[src/rtl/floating_point_accumulator.sv]
// floating_point_accumulator: sequential FP16 adder that sums LEN operands per accumulation.
// Ports: clk, reset (synchronous, active-high), start (clears the sum and begins a new accumulation),
//        en/a/in_ready (operand handshake, in_ready high only while waiting for an operand),
//        result/ready (accumulated sum, with ready as a one-cycle valid pulse).
// Macro FP_ACC_SATURATE_EN: when defined, finite overflow saturates to +/-0x7BFF instead of +/-inf.
module floating_point_accumulator #(
    parameter int DATA_WIDTH = 16,
    parameter int LEN        = 4
) (
    input  logic                  clk,
    input  logic                  reset,
    input  logic                  start,
    input  logic                  en,
    input  logic [DATA_WIDTH-1:0] a,
    output logic                  in_ready,
    output logic [DATA_WIDTH-1:0] result,
    output logic                  ready
);
    localparam logic [2:0] IDLE = 3'd0, WAIT = 3'd1, ALIGN = 3'd2, ADD = 3'd3, NORM = 3'd4, DONE = 3'd5;
    localparam logic [7:0] LEN_C = 8'(LEN);
`ifdef FP_ACC_SATURATE_EN
    localparam logic [14:0] OVF = 15'h7BFF;
`else
    localparam logic [14:0] OVF = 15'h7C00;
`endif

    logic [2:0]        state_q, state_d;
    logic [15:0]       sum_q, sum_d, op_q, op_d, result_q, result_d, spv_q, spv_d, nv;
    logic [7:0]        cnt_q, cnt_d;
    logic              ready_q, ready_d, sgn_q, sgn_d, sub_q, sub_d, spc_q, spc_d;
    logic [4:0]        exp_q, exp_d, xe, ye, diff;
    logic [10:0]       mb_q, mb_d, ms_q, ms_d, xm, ym;
    logic [11:0]       add_q, add_d, nm;
    logic              xs, ys, xnan, ynan, xbig;
    logic [3:0]        p;
    logic signed [6:0] e_n;

    assign in_ready = (state_q == WAIT);
    assign result   = result_q;
    assign ready    = ready_q;

    // Alignment: zero exponents (zero or subnormal) are flushed to +0 before anything else.
    // The larger-magnitude operand is "big", so the mantissa difference is never negative.
    always_comb begin
        xe    = sum_q[14:10];
        ye    = op_q[14:10];
        xs    = sum_q[15] & (xe != 5'd0);
        ys    = op_q[15] & (ye != 5'd0);
        xm    = (xe == 5'd0) ? 11'd0 : {1'b1, sum_q[9:0]};
        ym    = (ye == 5'd0) ? 11'd0 : {1'b1, op_q[9:0]};
        xnan  = (xe == 5'd31) && (sum_q[9:0] != 10'd0);
        ynan  = (ye == 5'd31) && (op_q[9:0] != 10'd0);
        xbig  = {xe, sum_q[9:0]} >= {ye, op_q[9:0]};
        diff  = xbig ? xe - ye : ye - xe;
        sgn_d = xbig ? xs : ys;
        exp_d = xbig ? xe : ye;
        mb_d  = xbig ? xm : ym;
        ms_d  = (diff >= 5'd14) ? 11'd0 : (xbig ? ym : xm) >> diff;
        sub_d = xs ^ ys;
        spc_d = (xe == 5'd31) || (ye == 5'd31);
        spv_d = (xnan || ynan || (xe == 5'd31 && ye == 5'd31 && sum_q[15] != op_q[15])) ? 16'h7E00 :
                (xe == 5'd31) ? sum_q : op_q;
        add_d = sub_q ? {1'b0, mb_q} - {1'b0, ms_q} : {1'b0, mb_q} + {1'b0, ms_q};
    end

    // Normalisation: the leading one is moved to bit 11, so bits [10:1] are the truncated fraction.
    always_comb begin
        p = 4'd0;
        for (int i = 0; i < 12; i++) p = add_q[i] ? 4'(i) : p;
        nm  = add_q << (4'd11 - p);
        e_n = $signed({2'b00, exp_q}) + $signed({3'b000, p}) - 7'sd10;
        nv  = spc_q ? spv_q :
              (add_q == 12'd0 || e_n <= 7'sd0) ? 16'h0000 :
              (e_n >= 7'sd31) ? {sgn_q, OVF} : {sgn_q, e_n[4:0], nm[10:1]};
    end

    always_comb begin
        state_d  = state_q;
        sum_d    = sum_q;
        cnt_d    = cnt_q;
        op_d     = op_q;
        result_d = result_q;
        ready_d  = 1'b0;
        if (start) begin
            state_d = WAIT;
            sum_d   = 16'h0000;
            cnt_d   = 8'd0;
        end else begin
            case (state_q)
                WAIT: begin
                    op_d    = en ? a : op_q;
                    state_d = en ? ALIGN : WAIT;
                end
                ALIGN: state_d = ADD;
                ADD:   state_d = NORM;
                NORM: begin
                    sum_d   = nv;
                    cnt_d   = cnt_q + 8'd1;
                    state_d = (cnt_d == LEN_C) ? DONE : WAIT;
                end
                DONE: begin
                    result_d = sum_q;
                    ready_d  = 1'b1;
                    state_d  = IDLE;
                end
                default: state_d = IDLE;
            endcase
        end
    end

    always_ff @(posedge clk) begin
        if (reset) begin
            state_q  <= IDLE;
            sum_q    <= 16'h0000;
            cnt_q    <= 8'd0;
            op_q     <= 16'h0000;
            result_q <= 16'h0000;
            ready_q  <= 1'b0;
        end else begin
            state_q  <= state_d;
            sum_q    <= sum_d;
            cnt_q    <= cnt_d;
            op_q     <= op_d;
            result_q <= result_d;
            ready_q  <= ready_d;
        end
    end

    // Datapath pipeline registers; their contents only matter in the states that consume them.
    always_ff @(posedge clk) begin
        if (state_q == ALIGN) begin
            sgn_q <= sgn_d;
            exp_q <= exp_d;
            mb_q  <= mb_d;
            ms_q  <= ms_d;
            sub_q <= sub_d;
            spc_q <= spc_d;
            spv_q <= spv_d;
        end
        if (state_q == ADD) add_q <= add_d;
    end
endmodule

[config.mk]
export PLATFORM = sky130hd
export DESIGN_NAME = floating_point_accumulator
export DESIGN_NICKNAME = d
export VERILOG_FILES = /design/src/rtl/floating_point_accumulator.sv
export SDC_FILE = /design/constraint.sdc
export NUM_CORES = 1
export LEC_CHECK = 0
export ABC_AREA = 1
export CAP_MARGIN = 20
export CORE_ASPECT_RATIO = 1.25
export CORE_MARGIN = 3
export CORE_UTILIZATION = 61
export DETAILED_ROUTE_END_ITERATION = 8
export GPL_TIMING_DRIVEN = 0
export PLACE_DENSITY = 0.81
export SLEW_MARGIN = 20
export SYNTH_ARGS = -nofsm -noshare
export SYNTH_HDL_FRONTEND = slang
export SYNTH_SLANG_ARGS = --single-unit
[constraint.sdc]
create_clock -name clk -period 5.2 [get_ports clk]
set_clock_uncertainty 0.05 [all_clocks]
set_input_delay 1.04 -clock clk [delete_from_list [all_inputs] [get_ports clk]]
set_output_delay 1.04 -clock clk [all_outputs]
set_load 0.02 [all_outputs]
==> results.py <==
metrics = {
    "placed_design": {
        "dpl.cell_count": 1185,
        "post-dp-hpwl_um": 15000,
        "dp_slack_ns": 1.53,
        "gp_congestion": 0.989,
        "placement.io_buffers": 36,
        "post_dp_cell_area_um2": 8160,
    },
    "sta": {
        "slew_headroom": 0.487,
        "slew_viol_final": 0,
        "min_period_ns": 3.75,
        "finalSetupViolations": 0,
        "fmax_mhz": 267,
        "holdWs_ns": 0.416,
        "tns_ns": 0,
        "rsz0062_at_grt": "no",
        "period_share": 0.720,
        "setup_ws_ns": 1.45,
        "worst_slew_pin_slew_ns": 0.765,
        "final_hold_viol_count": 0,
    },
    "setup_path": {
        "required_ns": 5.49,
        "startpoint_type": "register",
        "reg2reg_from": "add_q[2]",
        "crit_type": "register to register",
        "worstSetupEndpointType": "register",
        "rrSetupSlack_ns": 1.45,
        "reg2reg_to": "sum_q[0]",
        "rr_worst_depth": 20,
        "cp_max_fo": 10,
        "crit_arrival_ns": 4.03,
    },
    "yosys": {
        "synth_area_um2": 7550,
        "synth-simple-area-share": 0.253,
        "synthDistinctLibCells": 48,
        "ys_ff_latch": 118,
        "synth_fp_nets": 1052,
        "synthAdderAreaFrac": 0.0835,
        "yosysTopAreaCell": "edfxtp_1",
        "ys_async_sr_fraction": 0,
        "synthFlopType": "dfxtp_1",
        "yosysSeqAreaShare": 0.390,
        "netlist_instances": 984,
        "synth_xor_area_frac": 0.0383,
        "synth_top_area_frac": 0.231,
        "synthMuxAreaShare": 0,
        "synth_compound_area_frac": 0.144,
        "netlist_top_cells_area": "edfxtp_1 (23%), dfxtp_1 (16%), nand2_1 (9.1%)",
        "syn_avg_cell_area_um2": 7.68,
        "ys_warn_count": 0,
        "synth_top_family_by_area": "simple AND/OR/NAND/NOR gates",
        "synth_edf_count": 58,
    },
    "grt": {
        "antenna_found_initial": 0,
        "grt_pass1_vias": 6692,
        "overflow": 0,
        "grt_max_degree": 17,
        "grt_pass1_wl_um": 33000,
        "track_usage": 0.302,
    },
    "clocking": {
        "ctsHoldBuffers": 0,
        "cts_resized": 0,
        "clk_pin_slew_ns": 0.06,
        "cts_htree_levels": 4,
        "cts_tree": "done",
        "clock_sinks": 118,
        "clockBufferDepth": 2,
        "cts_setup_buffers": 0,
        "clockRootBuffer": "clkbuf_16",
        "cts_buffers": 17,
        "clk_latency_ns": 0.41,
    },
    "finish": {
        "area_growth_syn_to_layout_pct": 16.4,
        "layout-drive-gt1-share": 0.0701,
        "nets": 1111,
        "design_area_um2": 8790,
        "nFillCells": 947,
        "multi_input_area_um2": 3920,
        "diodes": 0,
        "fin_util": 0.743,
        "mostFrequentLayoutCell": "nand2_1",
        "fin_cells": 1217,
        "regArea_um2": 2940,
        "mostFrequentLayoutCells": "nand2_1 (184), inv_1 (134), nor2_1 (100)",
    },
    "floorplan": {
        "die_h_um": 130,
        "ioPinCount": 38,
        "core_area_um2": 11800,
        "die_w_um": 106,
        "fp-row-count": 44,
        "start_util": 0.638,
        "die_area_um2": 13800,
    },
    "routing": {
        "post_drt_wl_per_cell_um": 16.4,
        "wl_um": 20000,
        "drt_iter0_markers": 586,
        "remaining_drc_errors": 0,
        "ant_nets": 0,
        "drt_first_pass_iters": 5,
        "vias_per_cell": 5.76,
        "vias": 7007,
    },
    "pwr": {
        "vdd_ir_drop_max_v": 0.000218,
        "leakage_nw": 3.85,
        "power-per-cell-area_nw_per_um2": 295,
        "p_total_mw": 2.59,
    },
    "hold_path": {
        "min_delay_path_depth": 2,
        "hp-start": "result[14]",
        "hold_path_class": "register to register",
        "worstHoldEndpoint": "result[14]",
    },
    "run": {
        "maxCapViolations": 0,
    },
    "outcome": {
        "outcome": "completed",
    },
}
-- cells by family after synthesis --
group / Yosys count
compound gates: 184
xor+xnor: 33
fa+ha+maj: 48
buf+inv: 171
flops: 118
simple gates: 430
-- how the worst max path moves through the flow --
stage,start,endpoint,slack (ns),cells past startpoint
2_1_floorplan,state_q[1],state_q[2],0.89,4
3_3_place_gp,state_q[1],state_q[2],-0.42,4
3_5_place_dp,add_q[2],sum_q[3],1.53,20
4_1_cts,add_q[2],sum_q[3],1.50,20
5_1_grt,add_q[2],sum_q[0],1.05,20
6_report,add_q[2],sum_q[0],1.45,20
-- power by group --
| group | switching [mW] | internal [mW] | leakage (nW) |
|---|---|---|---|
| combinational | 0.225 | 0.111 | 2.53 |
| sequential | 0.00548 | 0.984 | 1.00 |
| clock | 0.421 | 0.849 | 0.311 |
-- worst max-delay path, cell delays in order, from the launching register on --
cell and delay (ns):
edfxtp_1 0.39, inv_1 0.11, nand2_1 0.09, nand2_1 0.06, nand3_1 0.06, nand2_1 0.07
nand2_1 0.05, nor2_2 0.35, ha_1 0.19, inv_1 0.04, ha_1 0.21, fa_1 0.40
xnor2_1 0.28, nor2_1 0.07, nand3_1 0.08, a21oi_1 0.13, nor2_1 0.41, inv_1 0.11
nor2_1 0.21, nand3_1 0.15, a21oi_1 0.17
-- cell usage after synthesis (all sizes together) (4+ instances only) --
cell type,count
a221oi,4
clkbuf,21
nand3,93
fa,4
dfxtp,60
a211oi,29
inv,138
nand2,199
o22ai,6
buf,11
nor3,9
nand4,19
xnor2,9
xor2,24
nor2,103
a21oi,81
o21ai,50
edfxtp,58
ha,44
-- routing by layer --
| layer | global-route usage | routed length (µm) | part of all wire |
|---|---|---|---|
| met5 | 0 | 0 | 0 |
| met1 | 0.371 | 8140 | 0.41 |
| met4 | 0.151 | 823 | 0.041 |
| met2 | 0.522 | 9760 | 0.49 |
| met3 | 0.0462 | 1250 | 0.063 |
-- flip-flops by register name (all words and copies together) (netlist names) --
signal / cells
exp_q: 5
mb_q: 11
spc_q: 1
ms_q: 11
sgn_q: 1
result: 16
spv_q: 16
sub_q: 1
state_q: 3
ready: 1
sum_q: 16
op_q: 16
add_q: 12
cnt_q: 8
-- layout make-up --
cell class / count / area share
multi-input combinational: 695 / 0.446
sequential: 118 / 0.335
inverter: 139 / 0.0599
clock buffer: 19 / 0.0492
timing repair buffer: 40 / 0.0448
clock inverter: 13 / 0.0232
tap: 161 / 0.0229
buffer: 32 / 0.0196
Note: power is estimated with default switching activity, not from simulation.
